==> config.mk <==
export PLATFORM = sky130hd
export DESIGN_NAME = ifetch_buffer
export DESIGN_NICKNAME = d
export VERILOG_FILES = /design/src/rtl/ifetch_buffer_pkg.sv /design/src/rtl/ifetch_ring.sv /design/src/rtl/ifetch_buffer.sv
export SDC_FILE = /design/constraint.sdc
export NUM_CORES = 1
export LEC_CHECK = 0
export ABC_AREA = 0
export CAP_MARGIN = 15
export CORE_MARGIN = 1.5
export CORE_UTILIZATION = 45
export CTS_CLUSTER_DIAMETER = 100
export DETAILED_ROUTE_END_ITERATION = 10
export HOLD_SLACK_MARGIN = 0.05
export PLACE_DENSITY = 0.77
export SLEW_MARGIN = 30
export SYNTH_ARGS = -nofsm -noshare
export SYNTH_HDL_FRONTEND = slang
export SYNTH_HIERARCHICAL = 1
export SYNTH_SLANG_ARGS = --single-unit
==> constraint.sdc <==
create_clock -name clk -period 4.2 [get_ports clk]
set_input_delay 0.84 -clock clk [delete_from_list [all_inputs] [get_ports clk]]
set_output_delay 0.84 -clock clk [all_outputs]
set_load 0.01 [all_outputs]
==> src/rtl/ifetch_buffer_pkg.sv <==
// Shared fetch-stage constants and the prefetch entry layout.
package ifetch_buffer_pkg;

  localparam int unsigned XLEN         = 32;
  localparam int unsigned ILEN         = 32;
  localparam int unsigned IFETCH_DEPTH = 2;

  // addi x0, x0, 0
  localparam logic [ILEN-1:0] IFETCH_NOP = 32'h0000_0013;

  typedef struct packed {
    logic [XLEN-1:0] pc;
    logic [ILEN-1:0] inst;
    logic            filled;
  } ifetch_entry_t;

endpackage

==> src/rtl/ifetch_ring.sv <==
// Prefetch ring: entry storage, alloc/fill/head pointers and occupancy counters.
module ifetch_ring
  import ifetch_buffer_pkg::*;
#(
  parameter int unsigned DEPTH = IFETCH_DEPTH
) (
  input  logic                    clk,
  input  logic                    rst,
  input  logic                    alloc,
  input  logic [XLEN-1:0]         alloc_pc,
  input  logic                    fill,
  input  logic [ILEN-1:0]         fill_inst,
  input  logic                    pop,
  input  logic                    flush,
  output logic                    head_valid,
  output logic [XLEN-1:0]         head_pc,
  output logic [ILEN-1:0]         head_inst,
  output logic [$clog2(DEPTH):0]  count,
  output logic [$clog2(DEPTH):0]  pending
);

  localparam int unsigned PW = $clog2(DEPTH);
  localparam int unsigned CW = PW + 1;

  ifetch_entry_t   ent [DEPTH];
  logic [PW-1:0]   alloc_ptr;
  logic [PW-1:0]   fill_ptr;
  logic [PW-1:0]   head_ptr;
  logic            pop_ok;

  assign head_valid = (count != '0) && ent[head_ptr].filled;
  assign head_pc    = ent[head_ptr].pc;
  assign head_inst  = ent[head_ptr].inst;
  assign pop_ok     = pop && head_valid;

  // pending tracks allocated-but-unfilled entries so a flush knows how many responses it orphans
  always_ff @(posedge clk or posedge rst) begin
    if (rst) begin
      for (int i = 0; i < int'(DEPTH); i++) ent[i] <= '0;
      alloc_ptr <= '0;
      fill_ptr  <= '0;
      head_ptr  <= '0;
      count     <= '0;
      pending   <= '0;
    end else if (flush) begin
      for (int i = 0; i < int'(DEPTH); i++) ent[i].filled <= 1'b0;
      alloc_ptr <= '0;
      fill_ptr  <= '0;
      head_ptr  <= '0;
      count     <= '0;
      pending   <= '0;
    end else begin
      if (alloc) begin
        ent[alloc_ptr].pc     <= alloc_pc;
        ent[alloc_ptr].filled <= 1'b0;
        alloc_ptr             <= alloc_ptr + PW'(1);
      end
      if (fill) begin
        ent[fill_ptr].inst   <= fill_inst;
        ent[fill_ptr].filled <= 1'b1;
        fill_ptr             <= fill_ptr + PW'(1);
      end
      if (pop_ok) head_ptr <= head_ptr + PW'(1);
      count   <= count + CW'(alloc) - CW'(pop_ok);
      pending <= pending + CW'(alloc) - CW'(fill);
    end
  end

endmodule

==> src/rtl/ifetch_buffer.sv <==
// Instruction fetch buffer: memory request handshake, stale-response dropping, decode interface.
// Optional build macro IFETCH_PERF_EN adds perf_stall_cycles / perf_flushed counters.
module ifetch_buffer
  import ifetch_buffer_pkg::*;
#(
  parameter int unsigned     DEPTH    = IFETCH_DEPTH,
  parameter logic [ILEN-1:0] NOP_INST = IFETCH_NOP
) (
  input  logic             clk,
  input  logic             rst,
  input  logic [XLEN-1:0]  pc_addr,
  output logic             pc_advance,
  input  logic             redirect,
  output logic             imem_req_valid,
  output logic [XLEN-1:0]  imem_req_addr,
  input  logic             imem_req_ready,
  input  logic             imem_rsp_valid,
  input  logic [ILEN-1:0]  imem_rsp_data,
  output logic             id_valid,
  output logic [XLEN-1:0]  id_pc,
  output logic [ILEN-1:0]  id_inst,
  input  logic             id_ready
`ifdef IFETCH_PERF_EN
  ,
  output logic [31:0]      perf_stall_cycles,
  output logic [31:0]      perf_flushed
`endif
);

  localparam int unsigned CW = $clog2(DEPTH) + 1;

  logic [CW-1:0]   count;
  logic [CW-1:0]   pending;
  logic [CW-1:0]   drop_cnt;
  logic [CW-1:0]   drop_nxt;
  logic [CW:0]     occupancy;
  logic            handshake;
  logic            rsp_drop;
  logic            rsp_fill;
  logic            head_valid;
  logic [XLEN-1:0] head_pc;
  logic [ILEN-1:0] head_inst;

  // Request gating and response steering
  always_comb begin
    occupancy      = (CW+1)'(count) + (CW+1)'(drop_cnt);
    imem_req_valid = !rst && !redirect && (occupancy < (CW+1)'(DEPTH));
    imem_req_addr  = pc_addr;
    handshake      = imem_req_valid && imem_req_ready;
    pc_advance     = handshake;
    rsp_drop       = imem_rsp_valid && (drop_cnt != '0);
    rsp_fill       = imem_rsp_valid && (drop_cnt == '0) && !redirect;
    drop_nxt       = drop_cnt;
    if (redirect)
      drop_nxt = drop_cnt + pending - CW'(imem_rsp_valid);
    else if (rsp_drop)
      drop_nxt = drop_cnt - CW'(1);
  end

  always_ff @(posedge clk or posedge rst) begin
    if (rst) drop_cnt <= '0;
    else     drop_cnt <= drop_nxt;
  end

  ifetch_ring #(.DEPTH(DEPTH)) u_ring (
    .clk        (clk),
    .rst        (rst),
    .alloc      (handshake),
    .alloc_pc   (pc_addr),
    .fill       (rsp_fill),
    .fill_inst  (imem_rsp_data),
    .pop        (id_ready),
    .flush      (redirect),
    .head_valid (head_valid),
    .head_pc    (head_pc),
    .head_inst  (head_inst),
    .count      (count),
    .pending    (pending)
  );

  assign id_valid = head_valid;
  assign id_pc    = head_pc;
  assign id_inst  = head_valid ? head_inst : NOP_INST;

  // A response must always have an owner: either a stale slot or an unfilled entry
  rsp_has_owner: assert property (@(posedge clk) disable iff (rst)
    imem_rsp_valid |-> ((drop_cnt != '0) || (pending != '0)));

`ifdef IFETCH_PERF_EN
  logic          rsp_stale;
  logic [CW:0]   flush_inc;
  logic [32:0]   flush_sum;

  // Filled entries are counted at the flush; unfilled ones when their stale response is dropped
  always_comb begin
    rsp_stale = imem_rsp_valid && ((drop_cnt != '0) || redirect);
    flush_inc = (CW+1)'(rsp_stale);
    if (redirect) flush_inc = flush_inc + (CW+1)'(count - pending);
    flush_sum = {1'b0, perf_flushed} + 33'(flush_inc);
  end

  always_ff @(posedge clk or posedge rst) begin
    if (rst) begin
      perf_stall_cycles <= '0;
      perf_flushed      <= '0;
    end else begin
      if (!id_valid && !redirect && (perf_stall_cycles != 32'hFFFF_FFFF))
        perf_stall_cycles <= perf_stall_cycles + 32'd1;
      perf_flushed <= flush_sum[32] ? 32'hFFFF_FFFF : flush_sum[31:0];
    end
  end
`endif

endmodule

==> results.json <==
{
  "die_height_um": 125,
  "fin_tns_setup_ps": 0,
  "end_kind": "primary output",
  "synth_compound_area_frac": 0.00282,
  "ys_dominant_reg_cell": "dfrtp_1",
  "antenna_found_initial": 0,
  "worst_pin_slew_ps": 786,
  "yosys.area.top_type": "dfrtp_1",
  "yosys.area_share.simple": 0.0535,
  "die_w_um": 125,
  "cp.required_ps": 3360,
  "grt_max_degree": 68,
  "relSlewSlack": 0.475,
  "path_common_cell": "and2_1",
  "synth-seq-cells": 139,
  "cp_data_arrival_time_ps": 2500,
  "hp-class": "reg2reg",
  "grt_first_pass_wirelength_um": 22600,
  "cts.sinks": 139,
  "synth_cell_types": 28,
  "reg2reg_depth": 8,
  "synth_top_family_by_area": "multiplexers",
  "worst_ir_drop_vdd_mv": 0.294,
  "numCtsBuffers": 17,
  "fmax_mhz": 300,
  "synth_top_cell_area_share": 0.522,
  "hold_depth": 1,
  "synth-async-reset-ratio": 1.00,
  "routabilityCongestion": 0.715,
  "finalSetupViolCount": 0,
  "final_max_slew_viol_count": 0,
  "initial_core_util": 0.460,
  "nFillCells": 1120,
  "p_per_area_mw_per_mm2": 538,
  "wl_per_cell_um": 16.6,
  "outcome": "finished, final reports clean",
  "post_cts_buffers": 0,
  "clock_skew_ps": 6.30,
  "synth-adder-area-share": 0.0161,
  "syn_to_final_growth_pct": 32.4,
  "drtPass1Iterations": 4,
  "cts.htree.levels": 4,
  "leakagePower_nw": 3.97,
  "drive_above_1_share": 0.374,
  "final_area_mm2": 0.00883,
  "ant_nets": 0,
  "period_share": 0.795,
  "insertion_delay_ps": 410,
  "synth-xor-area-share": 0.0118,
  "drc": 0,
  "cp_max_fo": 5,
  "syn_nets": 555,
  "crit_path_max_incr_delay_ps": 570,
  "drv_cap": 0,
  "dpl-instance-area_mm2": 0.00830,
  "core_area_mm2": 0.0145,
  "cts_resized": 0,
  "final_cell_mix": "188 x mux2_2, 168 x clkdlybuf4s50_1, 138 x dfrtp_1",
  "clk_pin_slew_worst_paths_ps": 60,
  "vias": 4097,
  "rsz0062_at_grt": "false",
  "crit_chain": "and2_1 > fa_1 > nor4_2 > and2_1 > clkdlybuf4s50_1",
  "grt_overflow_total": 0,
  "muxShareOfSynthArea": 0.331,
  "clk_path_buf_depth": 2,
  "postCtsHoldBufs": 0,
  "min_period_ps": 3340,
  "worstSetupPathType": "reg2out",
  "critPathSlowestCell": "clkdlybuf4s50_1",
  "root_buffer": "clkbuf_16",
  "netlist_instances": 477,
  "antenna_cells": 0,
  "die_area_mm2": 0.0156,
  "ys_warn_count": 6,
  "netlist_area_mm2": 0.00667,
  "ys_top_cells_by_area": "dfrtp_1 52%, mux2_2 32%, buf_4 3.9%, and2_1 2.9%, ha_1 1.3%",
  "synth_enable_flop_cells": 0,
  "io_buffers": 168,
  "drt_iter0_drc": 130,
  "seq_area_frac_synth": 0.522,
  "cp-start-kind": "register",
  "num-nets-final": 698,
  "final_hold_viol_count": 0,
  "cts_tree": "yes",
  "avgSynthCellArea_um2": 14.0,
  "row_count": 44,
  "final_common_cell": "mux2_2",
  "boundaryPins": 169,
  "totalWireLength_um": 13500,
  "track_usage": 0.183,
  "dp_hpwl_um": 9100,
  "viasPerCell": 5.01,
  "grt_pass1_vias": 4517
}
area by class of cell:
cell class / instances / area, um^2 / area share
clock buffer: 25 / 485 / 0.0550
clock inverter: 7 / 41.3 / 0.00468
multi-input combinational: 274 / 2780 / 0.315
sequential: 139 / 3480 / 0.394
timing repair buffer: 179 / 1780 / 0.201
inverter: 9 / 37.5 / 0.00425
tap: 184 / 230 / 0.0261
metrics by stage:
stage	instances	worst slack, ps	util	hold WS (ps)	power [W]
final	817	861	0.610	484	0.00475
after floorplan	477	1560	-	454	0.00286
after global routing	817	655	0.610	508	0.00504
after global placement	785	935	0.573	464	0.00337
after CTS	817	814	0.610	489	0.00481
after detailed placement	785	892	0.573	477	0.00346
layer usage:
layer,vias to the layer above,GRT usage,wire [um]
li1,1904,-,-
met1,2051,0.228,5940
met2,129,0.298,6490
met3,13,0.0700,935
met4,0,0.0527,163
met5,-,0,0
synth_stat cells, types with 2 or more instances:
cell type / count
nand2_1: 5
buf_6: 4
nand2b_1: 4
mux2_2: 188
nor2b_1: 3
buf_4: 35
clkbuf_1: 3
dfrtp_1: 139
and2_1: 31
xnor2_1: 6
mux2i_1: 2
buf_2: 13
nand3_1: 3
ha_1: 7
inv_1: 9
mux2_1: 5
xor2_1: 3
nor2_1: 7
critical path, delay by kind of cell, from the launching register on:
kind / cells / cell delay [ps]
adders and majority gates: 1 / 450
and+or+nand+nor: 3 / 670
buffers and inverters: 1 / 570
DFF: 1 / 400
cell families (layout without fill, tap and decap cells):
group / count (synthesis) / after routing
fa+ha+maj: 8 / 8
xor+xnor: 9 / 9
compound gates: 3 / 3
mux: 196 / 196
buf+inv: 64 / 220
simple gates: 58 / 58
flops: 139 / 139
report_power, final:
part	switching (W)	leakage, nW	internal (W)
Clock	0.000526	0.261	0.000796
Combinational	0.000487	1.90	0.000953
Sequential	0.000212	1.81	0.00177
registers in the layout, summed over array words and instances (netlist names):
register and count:
u_ring/head_ptr 1, u_ring/pending 2, u_ring/ent 130, u_ring/alloc_ptr 1, u_ring/fill_ptr 1, u_ring/count 2, drop_cnt 2
worst paths after layout:
path                                              from                     endpoint  slack (ps)
max in group asynchronous                          rst   u_ring/ent[22]$_DFFE_PP0P_        2260
hold reg to reg            u_ring/ent[122]$_DFFE_PP0P_  u_ring/ent[122]$_DFFE_PP0P_         480
setup / recovery             u_ring/count[0]$_DFF_PP0_                   pc_advance         860
setup reg to reg             u_ring/count[0]$_DFF_PP0_  u_ring/ent[114]$_DFFE_PP0P_        1520
hold / removal             u_ring/ent[122]$_DFFE_PP0P_  u_ring/ent[122]$_DFFE_PP0P_         480
min in group asynchronous                          rst      drop_cnt[1]$_DFFE_PP0P_         720
No activity file was read; power rests on OpenSTA's default activity.
